[src/rtl/irq_pkg.sv]
// Shared constants and FSM state type for the interrupt request latch.
package irq_pkg;
    localparam int IRQ_N     = 8;
    localparam int IRQ_IDX_W = 3;

    typedef enum logic [1:0] {
        IRQ_IDLE,
        IRQ_PRESENT,
        IRQ_GAP
    } irq_state_t;
endpackage

[src/rtl/irq_edge_sync.sv]
// Rising-edge detector for the request lines, with an optional 2-flop
// synchroniser in front (enabled by defining IRQ_SYNC_EN).
module irq_edge_sync
    import irq_pkg::*;
#(
    parameter int N = IRQ_N
) (
    input  logic         clk,
    input  logic         rst_n,
    input  logic [N-1:0] irq_in,
    output logic [N-1:0] rise
);
    logic [N-1:0] s;
    logic [N-1:0] s_q;

`ifdef IRQ_SYNC_EN
    logic [N-1:0] sync1;
    logic [N-1:0] sync2;

    always_ff @(posedge clk or negedge rst_n) begin
        if (!rst_n) begin
            sync1 <= '0;
            sync2 <= '0;
        end else begin
            sync1 <= irq_in;
            sync2 <= sync1;
        end
    end

    assign s = sync2;
`else
    assign s = irq_in;
`endif

    always_ff @(posedge clk or negedge rst_n) begin
        if (!rst_n) s_q <= '0;
        else        s_q <= s;
    end

    assign rise = s & ~s_q;
endmodule

[src/rtl/irq_request_latch.sv]
// Sticky request latch feeding the 8-to-3 priority encoder; holds a frozen
// snapshot until acked. Define IRQ_SYNC_EN to synchronise irq_in first.
module irq_request_latch
    import irq_pkg::*;
#(
    parameter int N     = IRQ_N,
    parameter int IDX_W = IRQ_IDX_W
) (
    input  logic             clk,
    input  logic             rst_n,
    input  logic [N-1:0]     irq_in,
    input  logic [N-1:0]     mask,
    input  logic             ack,
    input  logic [IDX_W-1:0] ack_idx,
    output logic [N-1:0]     d_out,
    output logic             en_out,
    output logic             ack_err,
    output logic [N-1:0]     overrun
);
    logic [N-1:0] rise;
    logic [N-1:0] pending;
    logic [N-1:0] clr;
    logic [N-1:0] visible;
    logic         ack_ok;

    irq_state_t   state;
    irq_state_t   state_nxt;
    logic [N-1:0] d_nxt;
    logic         en_nxt;
    logic         err_nxt;

    irq_edge_sync #(.N(N)) u_edge (
        .clk    (clk),
        .rst_n  (rst_n),
        .irq_in (irq_in),
        .rise   (rise)
    );

    assign visible = pending & ~mask;
    assign ack_ok  = (state == IRQ_PRESENT) && ack && d_out[ack_idx];

    always_comb begin
        clr = '0;
        if (ack_ok) clr[ack_idx] = 1'b1;
    end

    // A fresh edge beats a same-cycle clear, and never counts as an overrun.
    always_ff @(posedge clk or negedge rst_n) begin
        if (!rst_n) begin
            pending <= '0;
            overrun <= '0;
        end else begin
            pending <= (pending & ~clr) | rise;
            overrun <= (overrun & ~clr) | (rise & pending & ~clr);
        end
    end

    always_ff @(posedge clk or negedge rst_n) begin
        if (!rst_n) state <= IRQ_IDLE;
        else        state <= state_nxt;
    end

    always_comb begin
        state_nxt = state;
        case (state)
            IRQ_IDLE:    if (|visible) state_nxt = IRQ_PRESENT;
            IRQ_PRESENT: if (ack_ok)   state_nxt = IRQ_GAP;
            IRQ_GAP:                   state_nxt = IRQ_IDLE;
            default:                   state_nxt = IRQ_IDLE;
        endcase
    end

    always_comb begin
        d_nxt   = '0;
        en_nxt  = 1'b0;
        err_nxt = ack && !ack_ok;
        case (state)
            IRQ_IDLE: begin
                if (|visible) begin
                    d_nxt  = visible;
                    en_nxt = 1'b1;
                end
            end
            IRQ_PRESENT: begin
                if (!ack_ok) begin
                    d_nxt  = d_out;
                    en_nxt = 1'b1;
                end
            end
            default: begin
                d_nxt  = '0;
                en_nxt = 1'b0;
            end
        endcase
    end

    always_ff @(posedge clk or negedge rst_n) begin
        if (!rst_n) begin
            d_out   <= '0;
            en_out  <= 1'b0;
            ack_err <= 1'b0;
        end else begin
            d_out   <= d_nxt;
            en_out  <= en_nxt;
            ack_err <= err_nxt;
        end
    end
endmodule

[config.mk]
export PLATFORM = sky130hd
export DESIGN_NAME = irq_request_latch
export DESIGN_NICKNAME = d
export VERILOG_FILES = /design/src/rtl/irq_pkg.sv /design/src/rtl/irq_edge_sync.sv /design/src/rtl/irq_request_latch.sv
export SDC_FILE = /design/constraint.sdc
export NUM_CORES = 1
export LEC_CHECK = 0
export BUFFER_PORTS_ARGS = -buffer_cell sky130_fd_sc_hd__buf_4
export CORE_AREA = 3 3 74 76
export CTS_CLUSTER_DIAMETER = 30
export CTS_CLUSTER_SIZE = 14
export DETAILED_ROUTE_END_ITERATION = 6
export DIE_AREA = 0 0 77 79
export PLACE_DENSITY = 0.55
export RECOVER_POWER = 50
export SLEW_MARGIN = 20
export SYNTH_ARGS = -nofsm -noshare
export SYNTH_HDL_FRONTEND = slang
export SYNTH_HIERARCHICAL = 1
export SYNTH_SLANG_ARGS = --single-unit
export TNS_END_PERCENT = 10
[constraint.sdc]
create_clock -name clk -period 2.2 [get_ports clk]
set_input_delay 0.22 -clock clk [delete_from_list [all_inputs] [get_ports clk]]
set_output_delay 0.22 -clock clk [all_outputs]
set_load 0.05 [all_outputs]
==> flow_metrics.tcl <==
set metrics [dict create \
    status "completed" \
    fin_nets 191 \
    hpwlAfterDp_mm 2.73 \
    grt_remaining_overflow 0 \
    cap_violations 0 \
    syn_avg_cell_area_um2 12.6 \
    die_h_um 79 \
    first_iter_violations 83 \
    grt_pass1_wl_mm 6.27 \
    relSlewSlack 0.401 \
    diodes 0 \
    tightest_slew_ns 0.898 \
    fillers 465 \
    fin_util 0.418 \
    drc 0 \
    postLayoutCellArea_um2 2000 \
    antenna_found_initial 0 \
    slew_violations 0 \
    final-setup-viol-count 0 \
    fmax_mhz 554 \
    fin_setup_tns_ns 0 \
    grtUsageTotal 0.134 \
    cts_made_buffers 5 \
    clock_latency_ns 0.28 \
    dpl_cell_area_um2 1930 \
    pin_count 40 \
    rsz0062_at_grt "no" \
    cts.sinks 36 \
    fin_worst_skew_ns 0.00591 \
    worstSetupPathType "register to register" \
    critPathSlowestCell "mux4_1" \
    peakVddDrop_v 0.000394 \
    ys_types 28 \
    die_w_um 77 \
    slowest_delay_ns 0.53 \
    yosysSeqAreaShare 0.570 \
    yosysWarnings 6 \
    initial_utilization 0.330 \
    leakagePower_uw 0.000858 \
    cts-htree-levels 2 \
    crit_chain "mux4_1 > nor2b_4 > o41ai_4 > a22o_1" \
    cp.required_ns 2.42 \
    drive_above_1_share 0.302 \
    synth_area_leaders "dfrtp_1 (57%), nor2b_4 (7.8%), a22o_1 (4.4%)" \
    yosysTopAreaCellShare 0.570 \
    cts_tree "built" \
    crit_path_start_kind "register" \
    rows 25 \
    syn_nets 148 \
    synthToLayoutAreaGrowth_pct 26.5 \
    grt_pass1_vias 1277 \
    ys_seq_elements 36 \
    drtAntennaViolNets 0 \
    route.vias.total 1146 \
    syn_area_um2 1580 \
    arrival_ns 2.02 \
    grt_max_degree 37 \
    cts_root_buf "clkbuf_8" \
    power_density_nw_per_um2 1060 \
    syn-instance-count 126 \
    finalHoldViolations 0 \
    dieArea_um2 6080 \
    hold_class "input port to register" \
    core-area_um2 4790 \
    wl_mm 3.66 \
    critPathMaxFanout 8 \
    path_clk_slew_ns 0.07 \
    dr.pass1.iters 4 \
    drt-vias-per-instance 4.86 \
    postCtsSetupBuffers 0 \
    place_congestion 0.798 \
    fin_crit_sh 0.820 \
    clockBufferDepth 2 \
    yosysTopAreaCell "dfrtp_1" \
    wl_per_cell_um 15.5 \
    power_uw 2130 \
    fin_crit_ns 1.80 \
    portBuffers 39 \
    end_kind "register" \
]
[cell usage after synthesis]
master,instances
a41oi_1,4
nor2b_4,9
dfrtp_1,36
nor2_1,7
nand4_1,4
mux4_1,1
a22o_1,8
o41ai_4,1
inv_1,3
buf_2,1
nand2_1,5
nor3_1,2
nor4_1,2
a21oi_1,11
a21o_1,7
mux2i_1,2
o21bai_1,1
mux2_1,1
a31oi_1,1
nand3b_1,1
clkbuf_1,2
and3_4,1
nor3b_1,1
o21a_1,3
nand2b_1,2
and2_1,1
buf_6,1
nor2b_1,8
[power by group]
| group | switching [uW] | internal (uW) |
|---|---|---|
| registers | 98.8 | 775 |
| clock network | 223 | 215 |
| logic | 523 | 291 |
| total | 844 | 1280 |
[routing by layer]
metal	wire (um)	global-route usage	up-vias	part of all wire
li1	-	-	539	-
met1	1480	0.167	570	0.41
met2	1860	0.218	31	0.51
met3	254	0.0465	6	0.069
met4	59	0.0480	0	0.016
met5	0	0	-	0
[worst paths after layout]
path,startpoint,end,slack [ns],cells past startpoint
max,d_out[1],d_out[5],0.40,4
min,irq_in[7],u_edge/s_q[7],0.06,1
max reg2reg,d_out[1],d_out[5],0.40,4
max in group asynchronous,rst_n,overrun[3],1.04,2
min reg2reg,pending[5],pending[5],0.50,1
min in group asynchronous,rst_n,u_edge/s_q[0],0.59,2
[registers in the layout (all words and copies together) (netlist names)]
name / flops
d_out: 8
pending: 8
en_out: 1
overrun: 8
ack_err: 1
state: 2
u_edge/s_q: 8
[per-stage QoR]
stage          hold WS [ns]  std cells  setup slack (ns)
5_1_grt              0.0495        236             0.285
4_1_cts              0.0367        236             0.393
3_3_place_gp          0.201        228             0.417
6_report             0.0620        236             0.396
2_1_floorplan       -0.0756        126             0.328
3_5_place_dp          0.210        228             0.347
[layout make-up]
cell class                 instances  area [um^2]  area share
inverter                           3         11.3     0.00563
tap                               67         83.8      0.0419
clock inverter                     1         5.00     0.00250
sequential                        36          901       0.450
timing repair buffer              40          282       0.141
clock buffer                       6         72.6      0.0363
multi-input combinational         83          646       0.323
[critical path, delay by kind of cell (launching register included)]
family,cells,cell delay [ns]
AND/OR/NAND/NOR,1,0.15
flip-flops,1,0.42
multiplexers,1,0.53
AO/OA/AOI/OAI,2,0.64
[cells in the final DEF, fill, tap and decap left out]
cell	count
and3_4	1
a22o_1	8
nor3_1	2
inv_1	3
nor2_1	7
and2_1	1
nand2_1	5
nor3b_1	1
a21oi_1	11
nand3b_1	1
clkbuf_4	4
mux2i_1	2
mux2_1	1
clkbuf_2	1
clkinv_2	1
mux4_1	1
o41ai_4	1
dlygate4sd3_1	1
nand4_1	4
nand2b_1	2
clkbuf_1	6
dfrtp_1	36
nor4_1	2
a41oi_1	4
nor2b_4	9
o21bai_1	1
clkbuf_8	5
nor2b_1	8
a31oi_1	1
buf_4	29
o21a_1	3
a21o_1	7
[repair_timing]
| item | 4_1_cts | 5_1_grt |
|---|---|---|
| gates resized for setup | 0 | 0 |
| hold buffers | 1 | 0 |
| hold endpoints to repair | 36 | 0 |
[logic make-up (layout without fill, tap and decap cells)]
| kind of cell | after synthesis | after routing | synth area share |
|---|---|---|---|
| flops | 36 | 36 | 0.570 |
| compound gates | 36 | 36 | 0.175 |
| buf+inv | 7 | 50 | 0.0221 |
| simple gates | 43 | 43 | 0.197 |
| mux | 4 | 4 | 0.0364 |
Power figures use the tool's default switching activity.
